===== config.mk =====
export PLATFORM = sky130hd
export DESIGN_NAME = module_arbitro_mux_4_1
export DESIGN_NICKNAME = d
export VERILOG_FILES = /design/src/rtl/module_arbitro_mux_4_1.sv
export SDC_FILE = /design/constraint.sdc
export NUM_CORES = 1
export LEC_CHECK = 0
export ABC_AREA = 0
export BUFFER_PORTS_ARGS = -buffer_cell sky130_fd_sc_hd__buf_2
export CORE_ASPECT_RATIO = 1.5
export CORE_MARGIN = 1.5
export CORE_UTILIZATION = 42
export CTS_CLUSTER_DIAMETER = 120
export DETAILED_ROUTE_END_ITERATION = 8
export PLACE_DENSITY = 0.79
export SETUP_SLACK_MARGIN = 0.1
export SLEW_MARGIN = 25
export SYNTH_ARGS = -nofsm -noshare
export SYNTH_HDL_FRONTEND = slang
export SYNTH_SLANG_ARGS = --single-unit

===== constraint.sdc =====
create_clock -name clk -period 2.55 [get_ports clk]
set_clock_uncertainty 0.15 [all_clocks]
set_input_delay 0.255 -clock clk [delete_from_list [all_inputs] [get_ports clk]]
set_output_delay 0.255 -clock clk [all_outputs]
set_load 0.01 [all_outputs]

===== src/rtl/module_arbitro_mux_4_1.sv =====
// Round-robin arbiter (with RAFAGA burst allowance) sharing one 4:1 mux among requesters a..d,
// with a registered valid/ready output stage. Define ARB_PRIORIDAD_FIJA_EN for fixed priority a>b>c>d.
module module_arbitro_mux_4_1 #(
  parameter int ANCHO  = 8,
  parameter int RAFAGA = 1
) (
  input  logic             clk,
  input  logic             rst_n,
  input  logic [ANCHO-1:0] a,
  input  logic [ANCHO-1:0] b,
  input  logic [ANCHO-1:0] c,
  input  logic [ANCHO-1:0] d,
  input  logic [3:0]       req,
  output logic [3:0]       gnt,
  output logic [1:0]       sel,
  output logic [ANCHO-1:0] out,
  output logic             out_valid,
  input  logic             out_ready
);

  typedef enum logic {LIBRE, OCUPADO} estado_t;

  estado_t          estado;
  logic             can_load;
  logic [1:0]       ganador;
  logic [ANCHO-1:0] dato;

`ifdef ARB_PRIORIDAD_FIJA_EN
  // Lowest set request bit wins; scanning downward lets index 0 overwrite last.
  always_comb begin
    ganador = 2'd0;
    for (int k = 3; k >= 0; k--) begin
      if (req[k]) ganador = 2'(k);
    end
  end
`else
  localparam logic [3:0] LIMITE = 4'(RAFAGA - 1);

  logic [1:0] puntero;
  logic [3:0] cuenta;
  logic [1:0] idx;

  // First set request scanning upward from the pointer, wrapping 3->0.
  always_comb begin
    ganador = puntero;
    idx     = puntero;
    for (int k = 3; k >= 0; k--) begin
      idx = puntero + 2'(k);
      if (req[idx]) ganador = idx;
    end
  end

  // sel doubles as the previous winner; the pointer only moves on after a full burst
  // or once the bursting requester lets go of its request.
  always_ff @(posedge clk or negedge rst_n) begin
    if (!rst_n) begin
      puntero <= 2'd0;
      cuenta  <= 4'd0;
    end else if (|gnt) begin
      if (ganador == sel && cuenta < LIMITE) begin
        cuenta  <= cuenta + 4'd1;
        puntero <= ganador;
      end else if (ganador != sel && RAFAGA > 1) begin
        cuenta  <= 4'd1;
        puntero <= ganador;
      end else begin
        cuenta  <= 4'd0;
        puntero <= ganador + 2'd1;
      end
    end else if (cuenta != 4'd0 && !req[sel]) begin
      cuenta  <= 4'd0;
      puntero <= sel + 2'd1;
    end
  end
`endif

  always_comb begin
    case (ganador)
      2'd0:    dato = a;
      2'd1:    dato = b;
      2'd2:    dato = c;
      default: dato = d;
    endcase
  end

  assign can_load = (estado == LIBRE) || out_ready;
  assign gnt      = (rst_n && can_load && (|req)) ? (4'b0001 << ganador) : 4'b0000;

  // A grant always (re)loads the output; otherwise an accept empties it.
  always_ff @(posedge clk or negedge rst_n) begin
    if (!rst_n) begin
      estado    <= LIBRE;
      out       <= '0;
      sel       <= 2'd0;
      out_valid <= 1'b0;
    end else if (|gnt) begin
      estado    <= OCUPADO;
      out       <= dato;
      sel       <= ganador;
      out_valid <= 1'b1;
    end else if (estado == OCUPADO && out_ready) begin
      estado    <= LIBRE;
      out_valid <= 1'b0;
    end
  end

endmodule


# Yosys cells after proc, flatten, opt, wreduce, memory -nomap -nowiden
# Cells that the tools add are included.
# W data, S select, Z words.
dict set report classes {
  add_sub_neg 6
  n_bitwise 1
  mux 24
  n_reduce_logical 13
  n_eq_ne 3
  magnitude_cmp 6
  shifts 1
}
# cell n
set ops {}
lappend ops {{$pmux W8 S3} 1}
lappend ops {{$mux W4} 4}
lappend ops {{$lt A2 B3 Y1 const B} 5}
lappend ops {{$mux W2} 7}
lappend ops {{$bmux W1 S2} 5}
lappend ops {{$reduce_or A4 Y1} 2}
lappend ops {{$mux W1} 7}
lappend ops {{$add A2 B1 Y2 const B} 3}
lappend ops {{$logic_and A1 B1 Y1} 5}
lappend ops {{$add A2 B2 Y2 const B} 2}
lappend ops {{$add A4 B1 Y4 const B} 1}
lappend ops {{$lt A4 B1 Y1 const B} 1}
lappend ops {{$reduce_bool A2 Y1} 2}
lappend ops {{$reduce_bool A4 Y1} 1}
lappend ops {{$shl A1 B2 Y4 const A} 1}
lappend ops {{$eq A2 B1 Y1 const B} 1}
lappend ops {{$eq A2 B2 Y1} 1}
lappend ops {{$eq A2 B2 Y1 const B} 1}
lappend ops {{$logic_not A2 Y1} 1}
lappend ops {{$logic_not A1 Y1} 1}
lappend ops {{$logic_or A1 B1 Y1} 1}
lappend ops {{$not A1 Y1} 1}
dict set report totals {
  in_bits 39
  out_inout_bits 15
  reg_bits 17
}

# Depth between registers and ports, before layout
dict set report logic_depth {
  word_depth 11
  ltp_mapped 7
}

# Least setup slack after synthesis
# No wires, ideal clock.
dict set report synth_path {
  kind {reg2reg}
  startpoint {register puntero[0]}
  endpoint {register out[0]}
  path_slack_ps 582
  path_stages_with_launch 8
  arrival_time_ps 1691
  t_required_ps 2273
  setup_time_ps 127
  cell_sequence {dfrtp_1 > nor2b_1 > o22ai_1 > a221oi_4 > buf_6 > mux2i_1 > o2bb2ai_1 > a221o_2}
}
dict set report synth_via {
  elab_chain_cells 10
}
# element line_no
set synth_lines {}
lappend synth_lines {{start, declared} 39} ;# logic [1:0] puntero;
lappend synth_lines {{start signal, assigned} 62} ;# puntero <= ganador;
lappend synth_lines {{start signal, assigned} 65} ;# puntero <= ganador;
lappend synth_lines {{start signal, assigned} 68} ;# puntero <= ganador + 2'd1;
lappend synth_lines {{$add A2 B2 Y2} 48} ;# idx = puntero + 2'(k);
lappend synth_lines {{$bmux W1 S2} 49} ;# if (req[idx]) ganador = idx;
lappend synth_lines {{$mux W1 (implied by the code)} 49}
lappend synth_lines {{$mux W2 (3 in a row)} 49}
lappend synth_lines {{$mux W2 (*)} 49}
lappend synth_lines {{$shl A1 B2 Y4} 87} ;# assign gnt = (rst_n && can_load && (|req)) ? (4'b0001 << ganador) : 4'b0000;
lappend synth_lines {{$mux W4} 87}
lappend synth_lines {{$reduce_or A4 Y1} 96} ;# end else if (|gnt) begin
lappend synth_lines {{end signal, assigned} 98} ;# out <= dato;
lappend synth_lines {{end, declared} 16} ;# output logic [ANCHO-1:0] out,
# Mark *: on every way between the ends. The rest lies on a longest branch, timed or not. The select of a mux whose other input is x is not followed.
# A chain may end at the register's enable or synchronous reset.

# Worst setup path in the final report
dict set report layout_path {
  startpoint {register puntero[0]}
  endpoint {output port gnt[2]}
}
dict set report layout_via {
  elab_chain_cells 9
}
# element line_no
set layout_lines {}
lappend layout_lines {{$add A2 B2 Y2} 48}
lappend layout_lines {{$bmux W1 S2} 49}
lappend layout_lines {{$mux W1 (implied by the code)} 49}
lappend layout_lines {{$mux W2 (3 in a row)} 49}
lappend layout_lines {{$mux W2 (*)} 49}
lappend layout_lines {{$shl A1 B2 Y4 (*)} 87}
lappend layout_lines {{$mux W4 (*)} 87}
lappend layout_lines {{end, declared} 14} ;# output logic [3:0] gnt,
# Marks and branches as above.

==> results.md <==
* Status: finished, final reports clean
* PostCTS Resize Cnt at 0
* Critical path startpoint category: flop
* Ys async rst share at 100%
* Initial Util at 46.1%
* TritonCTS buffer count at 3
* Syn_nets at 124
* H-tree level count at 1
* Clock-pin slew on the worst setup and hold paths at 0.08 ns
* Site Rows at 19
* Core area at 0.00188 mm2
* DIE HEIGHT at 58.6 um
* WL/cell at 14.0 um
* GR Util All Layers at 23.6%
* Syn Std Cell Area at 866 um2
* Final #Nets at 186
* Post-DP HPWL at 1770 um
* Post-Syn Instances at 85
* Worst endpoint required time at 2.14 ns
* F_max at 0.419 GHz
* RSZ-0062 raised after global routing: true
* Max VDD drop at 0.490 mV
* TNS Setup at 0 ns
* Slew margin rel. at 72.8%
* Worst path slowest cell: dfrtp_1
* # Max-Cap Violations at 0
* Leak Pwr at 0.000618 uW
* CP cell instances: nor2b_1, o22ai_1, a221oi_4, buf_4, a21oi_2, and2_1, buf_2
* CTS tree: done
* Gr ovfl total at 0
* Seq cells post-synth at 13
* Vias in the first global route at 905
* Crit path largest cell delay at 0.42 ns
* Synth cell types at 31
* Area grow syn2layout at 40.9%
* CP Depth at 7
* Die Area at 0.00235 mm2
* Tmin final at 2.39 ns
* Drt initial violations at 20
* Hold depth at 2
* Via count at 940
* Fill cells at 160
* Post-synth EDFFs at 0
* Commonest non-fill, non-tap cell in the layout: buf_2
* Crit path max fanout at 9
* Clk sink count at 13
* Worst EP arrival at 1.98 ns
* Final Power at 1040 uW
* Gp weighted congestion at 0.782
* First-pass iteration count of the detailed router at 4
* CP Buf/Inv Count at 2
* R2R cell count at 8
* DR DRC count at 0
* CTS Root Cell: clkbuf_4
* Register area share after synthesis at 37.6%
* Warnings from Yosys at 0
* Synth top area cells: dfrtp_1 (38%), mux2i_1 (8.1%), o2bb2ai_1 (7.1%)
* Diode count at 0
* Detailed-route vias per instance at 5.63
* Transition time at the pin with the least slew margin at 0.408 ns
* Most frequent cells in the layout: buf_2 (53), dfrtp_1 (13), and2_1 (8)
* Initial antenna violation count at 0
* Critical path class: flop to output port
* Final ANT Viol Nets at 0
* Top FF cell, synth: dfrtp_1
* CP delay by family, top: compound AO/OA/AOI/OAI gates
* Longest Clk Path Bufs at 2
* CP Capture Type: output port
* Die W at 40.1 um
* Min-delay worst type: input port to flop
* Pwr/cell area at 849 mW/mm2
* I/O pin count at 54
* Final worst-path cycle share at 93.6%
* Layout cell share with drive strength beyond 1 at 50.7%
* First-pass GRT wire length at 3740 um
* Worst-Skew Late Latency at 0.27 ns
* Final hold vios at 0
* Pins Over Slew Limit at 0
* Post-Syn Area per Cell at 10.2 um2
* WL final at 2330 um
* Cell taking the most area after synthesis: dfrtp_1
* Layout Utilization at 65.0%
* Top cell type's share of synthesized area at 37.6%
* Largest net degree at the start of global routing at 14
* Final setup fails at 0
* IO Port Bufs at 53
## area by class of cell
cell class                 instances  area [um2]  share of cell area [%]
clock buffer                       4        26.3                    2.15
inverter                           2        7.51                   0.615
multi-input combinational         66         507                    41.5
sequential                        13         325                    26.7
tap                               21        26.3                    2.15
timing repair buffer              61         328                    26.9
## stage by stage
stage | setup slack, ns | cell area, um2 | hold WS (ns) | std cells
global route | 0.0614 | 1220 | 0.0580 | 167
detailed placement | 0.248 | 1160 | 0.101 | 159
global placement | 0.307 | 1160 | 0.100 | 159
CTS | 0.109 | 1200 | 0.0570 | 164
floorplan | 0.582 | 866 | -0.191 | 85
finish | 0.164 | 1220 | 0.0539 | 167
## cells in the mapped netlist (2+ instances only)
master     number
a221o_1         2
a221o_2         5
a31oi_1         3
and2_1          8
clkbuf_1        2
dfrtp_1        13
inv_1           2
mux2i_1         7
nand2_1         7
nand3_1         2
nor2_1          3
nor2b_1         3
nor3_1          2
o21a_1          2
o22ai_1         2
o2bb2ai_1       7
## kinds of logic (layout without fill, tap and decap cells)
family / count (synthesis) / in the layout / share of synthesized area, %
XOR/XNOR: 1 / 1 / 1.01
AND/OR/NAND/NOR: 28 / 28 / 16.9
flip-flops: 13 / 13 / 37.6
multiplexers: 8 / 8 / 9.39
AO/OA/AOI/OAI: 29 / 29 / 31.2
buffers and inverters: 6 / 67 / 3.90
## worst register-to-register path, delay by kind of cell, from the launching register on
kind                   cells  cell delay, ns
AO/OA/AOI/OAI              4            0.93
buffers and inverters      2            0.34
flip-flops                 1            0.41
multiplexers               1            0.19
AND/OR/NAND/NOR            1            0.16
## metal layers
| layer | up-vias | share of wire, % | GRT usage, % |
|---|---|---|---|
| met3 | 11 | 7.3 | 5.28 |
| met1 | 426 | 41 | 29.8 |
| met5 | - | 0 | 0 |
| li1 | 446 | - | - |
| met2 | 57 | 49 | 36.6 |
| met4 | 0 | 2.7 | 11.3 |
## power by group
part	internal, uW	leakage, uW	switching [uW]
clock network	60.6	0.0000150	66.9
registers	288	0.000156	54.7
logic	283	0.000447	283
total	631	0.000618	405
## flip-flops by register name (all words and copies together) (netlist names)
signal and flops:
sel 2, estado 1, out 8, puntero 2
## path summary, 6_finish.rpt
path / start / end / slack [ns]
min in group asynchronous: rst_n / out[3]$_DFFE_PN0P_ / 0.34
worst max-delay path: puntero[0]$_DFFE_PN0P_ / gnt[2] / 0.16
max in group asynchronous: rst_n / sel[0]$_DFFE_PN0P_ / 1.76
worst max register to register: puntero[0]$_DFFE_PN0P_ / out[7]$_DFFE_PN0P_ / 0.25
worst min register to register: sel[0]$_DFFE_PN0P_ / sel[0]$_DFFE_PN0P_ / 0.34
worst min-delay path: d[4] / out[4]$_DFFE_PN0P_ / 0.05
## timing repair
action	CTS	global route
buffers inserted	0	3
hold endpoints to repair	13	0
setup endpoints to repair	0	1
hold buffers	1	0
(Power assumes the default switching activity.)
